--- config.mk ---
export PLATFORM = sky130hd
export DESIGN_NAME = sdram_cmd_scheduler
export DESIGN_NICKNAME = d
export VERILOG_FILES = /design/src/rtl/sdram_cmd_scheduler.sv
export SDC_FILE = /design/constraint.sdc
export NUM_CORES = 1
export LEC_CHECK = 0
export BUFFER_PORTS_ARGS = -buffer_cell sky130_fd_sc_hd__buf_2
export CAP_MARGIN = 5
export CORE_ASPECT_RATIO = 1.2
export CORE_MARGIN = 2
export CORE_UTILIZATION = 35
export DETAILED_ROUTE_END_ITERATION = 12
export GPL_ROUTABILITY_DRIVEN = 0
export PLACE_DENSITY_LB_ADDON = 0.15
export SYNTH_ARGS = -nofsm -noshare
export SYNTH_HDL_FRONTEND = slang
export SYNTH_SLANG_ARGS = --single-unit
--- constraint.sdc ---
create_clock -name clk0 -period 3.6 [get_ports clk0]
set_input_delay 0.54 -clock clk0 [delete_from_list [all_inputs] [get_ports clk0]]
set_output_delay 0.54 -clock clk0 [all_outputs]
set_load 0.05 [all_outputs]
--- src/rtl/sdram_cmd_scheduler.sv ---
// SDRAM command scheduler: arbitrates read/write/refresh and sequences
// ACTIVE, READ/WRITE-with-autoprecharge, PRECHARGE and AUTO-REFRESH strobes.
module sdram_cmd_scheduler #(
  parameter int unsigned REF_INTERVAL = 390,
  parameter int unsigned T_RCD        = 2,
  parameter int unsigned T_RP         = 2,
  parameter int unsigned T_RFC        = 7
) (
  input  logic       clk0,
  input  logic       reset_n,
  input  logic       rd_req,
  input  logic       wr_req,
  input  logic       page_mod,
  input  logic       page_stop,
  input  logic [3:0] bur_len,
  input  logic [1:0] cas_lat,
  output logic       do_active,
  output logic       do_reada,
  output logic       do_writea1,
  output logic       do_preacharge,
  output logic       do_refresh,
  output logic       rd_ack,
  output logic       wr_ack,
  output logic       busy,
  output logic       ref_pending
);

  localparam int unsigned CNT_W = (REF_INTERVAL > 1) ? $clog2(REF_INTERVAL) : 1;
  localparam int unsigned TMR_W = 4;
  localparam logic [CNT_W-1:0] CNT_LOAD = CNT_W'(REF_INTERVAL - 1);
  localparam logic [TMR_W-1:0] RCD_LOAD = (T_RCD > 1) ? TMR_W'(T_RCD - 2) : '0;
  localparam logic [TMR_W-1:0] RP_LOAD  = TMR_W'(T_RP - 1);
  localparam logic [TMR_W-1:0] RFC_LOAD = (T_RFC > 1) ? TMR_W'(T_RFC - 2) : '0;

  typedef enum logic [3:0] {
    S_IDLE, S_ACT, S_RCD, S_CMD, S_DATA, S_PRE, S_RP, S_REF, S_RFC
  } state_t;

  state_t             state, state_nx;
  logic [TMR_W-1:0]   timer, timer_nx;
  logic [CNT_W-1:0]   ref_cnt;
  logic               expire;
  logic               ref_nx;
  logic               rr_wr_next, rr_nx;
  logic               lat_wr, lat_wr_nx;
  logic               lat_page, lat_page_nx;
  logic [TMR_W-1:0]   lat_bl, lat_bl_nx;
  logic [1:0]         lat_cl, lat_cl_nx;
  logic [TMR_W-1:0]   bl_dec;
  logic               grant_wr;

  assign expire = (ref_cnt == '0);

  // Free-running refresh interval counter
  always_ff @(posedge clk0 or negedge reset_n) begin
    if (!reset_n) ref_cnt <= CNT_LOAD;
    else if (expire) ref_cnt <= CNT_LOAD;
    else ref_cnt <= ref_cnt - CNT_W'(1);
  end

  // Next-state, timer and latched-access logic
  always_comb begin
    state_nx    = state;
    timer_nx    = timer;
    rr_nx       = rr_wr_next;
    lat_wr_nx   = lat_wr;
    lat_page_nx = lat_page;
    lat_bl_nx   = lat_bl;
    lat_cl_nx   = lat_cl;
    ref_nx      = ref_pending | expire;
    grant_wr    = 1'b0;
    bl_dec      = 4'd1;
    case (bur_len)
      4'd1, 4'd2, 4'd4, 4'd8: bl_dec = bur_len;
      default:                bl_dec = 4'd1;
    endcase
    case (state)
      S_IDLE: begin
        if (ref_pending) begin
          state_nx = S_REF;
          ref_nx   = expire;
        end else if (rd_req || wr_req) begin
          grant_wr    = wr_req && (!rd_req || rr_wr_next);
          state_nx    = S_ACT;
          lat_wr_nx   = grant_wr;
          rr_nx       = !grant_wr;
          lat_page_nx = page_mod;
          lat_bl_nx   = bl_dec;
          lat_cl_nx   = (cas_lat == 2'd2) ? 2'd2 : 2'd3;
        end
      end
      S_ACT: begin
        if (T_RCD > 1) begin
          state_nx = S_RCD;
          timer_nx = RCD_LOAD;
        end else begin
          state_nx = S_CMD;
        end
      end
      S_RCD: begin
        if (timer == '0) state_nx = S_CMD;
        else timer_nx = timer - TMR_W'(1);
      end
      S_CMD: begin
        state_nx = S_DATA;
        timer_nx = lat_wr ? (lat_bl - TMR_W'(1))
                          : (lat_bl + TMR_W'(lat_cl) - TMR_W'(1));
      end
      S_DATA: begin
        if (lat_page) begin
          if (page_stop) state_nx = S_PRE;
        end else if (timer == '0) begin
          state_nx = S_RP;
          timer_nx = RP_LOAD;
        end else begin
          timer_nx = timer - TMR_W'(1);
        end
      end
      S_PRE: begin
        state_nx = S_RP;
        timer_nx = RP_LOAD;
      end
      S_RP: begin
        if (timer == '0) state_nx = S_IDLE;
        else timer_nx = timer - TMR_W'(1);
      end
      S_REF: begin
        if (T_RFC > 1) begin
          state_nx = S_RFC;
          timer_nx = RFC_LOAD;
        end else begin
          state_nx = S_IDLE;
        end
      end
      S_RFC: begin
        if (timer == '0) state_nx = S_IDLE;
        else timer_nx = timer - TMR_W'(1);
      end
      default: state_nx = S_IDLE;
    endcase
  end

  // State, latched access fields and registered strobes
  always_ff @(posedge clk0 or negedge reset_n) begin
    if (!reset_n) begin
      state         <= S_IDLE;
      timer         <= '0;
      rr_wr_next    <= 1'b1;
      lat_wr        <= 1'b0;
      lat_page      <= 1'b0;
      lat_bl        <= 4'd1;
      lat_cl        <= 2'd3;
      ref_pending   <= 1'b0;
      do_active     <= 1'b0;
      do_reada      <= 1'b0;
      do_writea1    <= 1'b0;
      do_preacharge <= 1'b0;
      do_refresh    <= 1'b0;
      rd_ack        <= 1'b0;
      wr_ack        <= 1'b0;
      busy          <= 1'b0;
    end else begin
      state         <= state_nx;
      timer         <= timer_nx;
      rr_wr_next    <= rr_nx;
      lat_wr        <= lat_wr_nx;
      lat_page      <= lat_page_nx;
      lat_bl        <= lat_bl_nx;
      lat_cl        <= lat_cl_nx;
      ref_pending   <= ref_nx;
      do_active     <= (state_nx == S_ACT);
      do_reada      <= (state_nx == S_CMD) && !lat_wr_nx;
      do_writea1    <= (state_nx == S_CMD) && lat_wr_nx;
      do_preacharge <= (state_nx == S_PRE);
      do_refresh    <= (state_nx == S_REF);
      rd_ack        <= (state_nx == S_ACT) && !lat_wr_nx;
      wr_ack        <= (state_nx == S_ACT) && lat_wr_nx;
      busy          <= (state_nx != S_IDLE);
    end
  end

endmodule

# Word-level counts from Yosys, hierarchy flattened
# Cells that the tools add are included.
[word_totals]
elab_cells = 84
regBits = 35
[op_classes]
bitwise = 2
mux = 21
n_reduce_logical = 20
add_sub_neg = 5
eq_ne = 19
[ops]
columns = ["op", "count"]
rows = [
  ["4-bit two-way mux", 12],
  ["4-bit case mux with 8 select lines", 1],
  ["4-bit by 3-bit == test with 1-bit output (second input constant)", 7],
  ["4-bit case mux with 6 select lines", 1],
  ["4-bit by 2-bit == test with 1-bit output (second input constant)", 4],
  ["4-bit by 1-bit == test with 1-bit output (second input constant)", 3],
  ["4-bit by 1-bit subtractor with 4-bit output (second input constant)", 3],
  ["9-bit logical NOT", 1],
  ["9-bit two-way mux", 1],
  ["9-bit by 1-bit subtractor with 9-bit output (second input constant)", 1],
  ["4-bit == test (second input constant)", 2],
  ["4-bit logical NOT", 2],
  ["1-bit two-way mux", 6],
  ["3-bit AND reduction", 2],
  ["6-bit nonzero test", 1],
  ["1-bit logical AND", 5],
  ["4-bit by 2-bit adder with 4-bit output", 1],
  ["2-bit inequality test (second input constant)", 2],
  ["4-bit nonzero test", 1],
  ["4-bit OR reduction", 1],
  ["1-bit logical NOT", 3],
  ["3-bit OR reduction", 1],
  ["2-bit == test (second input constant)", 1],
  ["1-bit logical OR", 2],
  ["3 further kinds", 3],
]

# Depth between registers and ports, before layout
# Gate-level depths: netlist of the first run.
[logic_depth]
depth_word = 8
mapped_depth = 9

# Least setup slack after synthesis of the first run
# Ideal clock, no wire load.
[synth_timing]
path_kind = "register -> register"
startpoint = "register ref_pending"
endpoint = "register lat_bl[2]"
stages_incl_launch_ff = 6
t_arrival_ps = 1996
setup_ps = 125
path_buffers = 0
slack_ps = 1479
cell_sequence = "dfrtp_1 nor2b_1 a2111oi_2 a2111oi_2 nor3_4 mux2_4"
[synth_via]
elab_chain_len = 2
[synth_lines]
columns = ["element", "line_no", "text"]
rows = [
  ["from (decl)", "25", "output logic ref_pending"],
  ["from (signal assigned)", "170", "ref_pending <= ref_nx;"],
  ["1-bit inverter (no line)", "-", ""],
  ["3-bit AND reduction (no line)", "-", ""],
  ["to (signal assigned)", "168", "lat_bl <= lat_bl_nx;"],
  ["to (decl)", "47", "logic [TMR_W-1:0] lat_bl, lat_bl_nx;"],
]
# No other way between the ends.
# A chain may end at the register's enable or synchronous reset.

==> results of run 1 <==
cell type report:
class / count / area [sq um]
multi-input cells: 130 / 912.1
flip-flops and latches: 34 / 859.6
fillers: 544 / 3103
well taps: 62 / 77.57
clock inverters: 1 / 30.03
repair buffers: 20 / 100.1
inverters: 16 / 60.06
clock buffers: 6 / 82.58
path summary, 6_finish.rpt:
kind | from | to | slack (ns) | cells past startpoint
setup / recovery | timer[0] | lat_bl[2] | 1.29 | 7
hold / removal | reset_n | ref_cnt[4] | 0.32 | 1
setup reg to reg | timer[0] | lat_bl[2] | 1.29 | 7
hold reg to reg | ref_cnt[0] | ref_cnt[0] | 0.46 | 1
max in group asynchronous | reset_n | timer[2] | 2.81 | 1
min in group clk0 | ref_cnt[0] | ref_cnt[0] | 0.46 | 1
placed cells by master, fill, tap and decap left out, types with 3 or more instances in the layout:
cell type and instances:
a21oi_1 7, a2bb2oi_1 3, buf_2 20, clkbuf_8 6
dfrtp_1 27, dfstp_2 7, ha_1 6, inv_1 15
mux2_4 4, mux2i_1 3, nand2_1 14, nand2b_1 4
nand3_1 4, nor2_1 15, nor2b_1 4, nor4_1 4
o211ai_1 3, o21ai_0 8, o21ai_1 3, or3_1 3
or4_1 4, xnor2_1 4, xor2_1 3
sequential cells by signal, summed over array words and instances (netlist names), 4 cells and up:
name / count
ref_cnt: 9
timer: 4
state: 4
lat_bl: 4
per-stage QoR:
stage | cells | setup slack [ns]
2_1_floorplan | 187 | 1.479
3_3_place_gp | 262 | 1.344
3_5_place_dp | 262 | 1.267
4_1_cts | 269 | 1.254
5_1_grt | 269 | 1.105
6_report | 269 | 1.287
power breakdown:
group | switching, mW | internal [mW]
Clock | 0.138 | 0.221
Sequential | 0.146 | 0.488
Combinational | 0.446 | 0.339
Total | 0.730 | 1.05
logic make-up after synthesis:
kind of cell | after synthesis
compound gates | 42
xor+xnor | 7
fa+ha+maj | 6
buf+inv | 23
flops | 34
mux | 8
simple gates | 67
worst max-delay path, cell delays in order, from the launching register on:
cell	delay, ns
dfrtp_1	0.40
inv_1	0.13
ha_1	0.17
or3b_1	0.47
nand2_1	0.13
a21oi_2	0.08
nor3_4	0.48
mux2_4	0.34
routing by layer:
| layer | global-route usage | vias up | part of all wire |
|---|---|---|---|
| met5 | 0 | - | 0 |
| met4 | 0.06518 | 0 | 0.023 |
| met3 | 0.04106 | 7 | 0.037 |
| met2 | 0.2421 | 24 | 0.53 |
| met1 | 0.1591 | 683 | 0.41 |
| li1 | - | 705 | - |
==> results_dict.tcl, run 1 <==
set metrics [dict create \
    synth-compound-area-share 0.1606 \
    ctsHtreeMaxLevel 2 \
    ctsResizeCount 0 \
    synth_top_area_frac 0.3614 \
    yosys.area_share.adder 0.04016 \
    post-route-util 0.4061 \
    cp.required_ns 3.77 \
    cp-start-kind "flop" \
    synth_cell_types 52 \
    synth_edf_count 0 \
    overflow 0 \
    worst_slew_pin_slew_ns 0.7468 \
    powerDensity_nw_per_um2 837.8 \
    clkSlewWorstSetupHoldPaths_ns 0.07 \
    p_leak_nw 0.9690 \
    firstDrtPassIters 4 \
    finalNetCount 225 \
    peakVddDrop_mv 0.3008 \
    cts_made_buffers 5 \
    clock_latency_ns 0.29 \
    finalMaxSlewViolations 0 \
    synthFlopType "dfrtp_1" \
    grt_pass1_wl_microns 6610 \
    drc 0 \
    track_usage 0.1411 \
    syn-instance-count 187 \
    critPathKind "flop to flop" \
    status "finished, final reports clean" \
    rsz0062_at_grt "false" \
    ioPinCount 21 \
    fin_skew_ns 0.004645 \
    die_width_microns 70.72 \
    ys_ff_latch 34 \
    setup_violations 0 \
    yosys.area_share.simple 0.2001 \
    final_hold_viol_count 0 \
    synth_top_family_by_area "simple AND/OR/NAND/NOR gates" \
    netlist_area_sq_um 1869 \
    post-cts-setup-buffers 0 \
    rows 29 \
    core_region_area_sq_um 5225 \
    cts-root-buf "clkbuf_8" \
    avgSynthCellArea_sq_um 9.996 \
    min_period_ns 2.313 \
    n_antenna_cell 0 \
    hp-class "input port to async pin" \
    dp.final_hpwl_microns 2822 \
    drt_iter0_drc 48 \
    post_drt_wl_per_cell_microns 14.28 \
    clock_path_buffers 2 \
    muxShareOfSynthArea 0.05422 \
    dieArea_sq_um 5944 \
    die_height_microns 84.06 \
    cp_data_arrival_time_ns 2.49 \
    cts_hold_buf 0 \
    syn_to_final_growth_pct 13.52 \
    grt_max_degree 35 \
    fmax_mhz 432.3 \
    yosysWarnings 0 \
    wl_microns 3841 \
    dpl-instance-area_sq_um 2009 \
    initial_utilization 0.3578 \
    grt_pass1_vias 1458 \
    synth-xor-area-share 0.03280 \
    maxCapViolations 0 \
    port_buffers 20 \
    finalCritPeriodShare 0.6426 \
    antenna_found_initial 0 \
    synth_top_area_cell "dfrtp_1" \
    cts.sink_count 34 \
    ys_seq_area_frac 0.4598 \
    drive_gt1_frac 0.2271 \
    synth_area_leaders "dfrtp_1 (36%), dfstp_2 (9.8%), ha_1 (4.0%)" \
    final_area_sq_um 2122 \
    cts_tree "built" \
    hold_slack_ns 0.3163 \
    synthesis.nets 205 \
    yosysMostFrequentCell "dfrtp_1" \
    crit_path_end_kind "flop" \
    synthTopCellsByCount "dfrtp_1 (27), inv_1 (15), nor2_1 (15)" \
    ant_nets 0 \
    ys_async_sr_fraction 1.000 \
    power_mw 1.778 \
    via_count 1419 \
    relSlewSlack 0.5021 \
    vias_per_cell 5.275 \
    path_max_fanout 8 \
    tns_ns 0 \
]
(Power assumes the default switching activity.)
==> run 2: changes to the inputs <==
Clock period 3.6 ns to 2.3 ns, I/O delays scaled along.
==> run 2 against run 1 <==
Sequential power up 52%. Worst setup slack worse by 1.2 ns. Clock power grew 92%. Utilization rose by 2.6 points. Power up 73%. Register-to-register slack lost 1.2 ns. Largest power group unchanged.
==> results_dict.tcl, run 2 (synthesis results as in run 1) <==
set metrics [dict create \
    port_buffers 20 \
    rows 29 \
    power.switching_mw 1.204 \
    core_region_area_sq_um 5225 \
    fin_skew_ns 0.005928 \
    dpl-instance-area_sq_um 2062 \
    largest_reg_flops 9 \
    track_usage 0.1480 \
    min_period_ns 2.166 \
    grt_use_met2 0.2498 \
    clkSlewWorstSetupHoldPaths_ns 0.07 \
    critPathKind "flop to flop" \
    relSlewSlack 0.5040 \
    hold_slack_ns 0.1143 \
    drt_iter0_drc 97 \
    die_width_microns 70.72 \
    antenna_found_initial 0 \
    p_leak_nw 1.045 \
    regMostFlops "ref_cnt" \
    clock_path_buffers 2 \
    die_height_microns 84.06 \
    dp.final_hpwl_microns 2964 \
    grt_pass1_vias 1445 \
    setup_violations 0 \
    status "finished, final reports clean" \
    cp.required_ns 2.48 \
    cp_data_arrival_time_ns 2.34 \
    finalCritPeriodShare 0.9417 \
    hp-class "input port to async pin" \
    n_antenna_cell 0 \
    post_drt_wl_per_cell_microns 14.12 \
    layout_common_cells "dfrtp_1 (27), buf_2 (20), nor2_1 (15), inv_1 (14), nand2_1 (14)" \
    vias_per_cell 5.224 \
    cts_made_buffers 5 \
    firstDrtPassIters 4 \
    maxCapViolations 0 \
    dieArea_sq_um 5944 \
    n_fill_cell 507 \
    wl_microns 3968 \
    drive_gt1_frac 0.2785 \
    grt_util_met3 0.03986 \
    power_mw 3.070 \
    peakVddDrop_mv 0.4406 \
    power_frac_seq 0.313 \
    via_count 1468 \
    multiInputGateArea_sq_um 934.6 \
    path_max_fanout 5 \
    syn_to_final_growth_pct 20.75 \
    crit_path_end_kind "flop" \
    ioPinCount 21 \
    busiest_layer "met2" \
    swShare 0.3922 \
    worst_slew_pin_slew_ns 0.7441 \
    p_comb_frac 0.462 \
    stdcell_count 281 \
    cts_tree "built" \
    finalNetCount 236 \
    ctsHtreeMaxLevel 2 \
    overflow 0 \
    clockPowerShare 0.225 \
    seqCellArea_sq_um 859.6 \
    grt_max_degree 35 \
    place_inst 269 \
    grt_pass1_wl_microns 6886 \
    cts-root-buf "clkbuf_8" \
    clock_latency_ns 0.29 \
    cp-start-kind "flop" \
    post-route-util 0.4320 \
    p_int_mw 1.866 \
    final_common_cell "dfrtp_1" \
    powerDensity_nw_per_um2 1360 \
    drc 0 \
    initial_utilization 0.3578 \
    grt_use_met1 0.1763 \
    ant_nets 0 \
    finalMaxSlewViolations 0 \
    final_hold_viol_count 0 \
    fmax_mhz 461.7 \
    final_area_sq_um 2257 \
    cts.sink_count 34 \
]
## run 2: worst paths after layout
path | from | slack (ns) | endpoint | depth (start not counted)
max | timer[0] | 0.13 | lat_page | 8
min | reset_n | 0.11 | ref_cnt[4] | 1
max reg2reg | timer[0] | 0.13 | lat_page | 8
min reg2reg | ref_cnt[0] | 0.47 | ref_cnt[0] | 1
max in group asynchronous | reset_n | 1.71 | timer[3] | 1
min in group clk0 | page_mod | 0.30 | lat_page | 2
## run 2: power by group through the flow
stage          Combinational [mW]  Clock [mW]  Sequential (mW)
2_1_floorplan                1.01           0            0.974
3_3_place_gp                 1.33           0            0.954
3_5_place_dp                 1.35           0            0.958
4_1_cts                      1.35       0.702            0.950
5_1_grt                      1.58       0.731            0.988
6_report                     1.42       0.689            0.961
## run 2: critical path, stage by stage, from the launching register on
cell and delay (ns):
dfrtp_1 0.40, inv_2 0.09, ha_1 0.16, or3b_1 0.40, nand2_1 0.08, nand4_1 0.16, nor3_4 0.31, buf_4 0.17
mux2_4 0.28
## run 2: area by class of cell
class / instances / area share
Clock buffer: 6 / 0.03659
Timing Repair Buffer: 31 / 0.08093
Sequential cell: 34 / 0.3808
Multi-Input combinational cell: 130 / 0.4141
Inverter: 16 / 0.02661
Clock inverter: 2 / 0.02661
Tap cell: 62 / 0.03437
## run 2: routing by layer
layer / vias up / wire length (microns)
met5: - / 0
met4: 0 / 93
met3: 6 / 140
met2: 29 / 2056
met1: 703 / 1678
li1: 730 / -
## run 2: what timing repair did
| action | 4_1_cts | 5_1_grt |
|---|---|---|
| hold buffers | 0 | 0 |
| gates resized for setup | 0 | 4 |
| hold endpoints to repair | 0 | 0 |
| setup endpoints to repair | 0 | 6 |
| setup buffers | 0 | 4 |
## run 2: per-stage QoR
| step | setup slack [ns] | setup TNS (ns) |
|---|---|---|
| finish | 0.1341 | 0 |
| global route | -0.01021 | -0.01577 |
| CTS | 0.07840 | 0 |
| detailed placement | 0.09107 | 0 |
| global placement | 0.1672 | 0 |
| floorplan | 0.1787 | 0 |
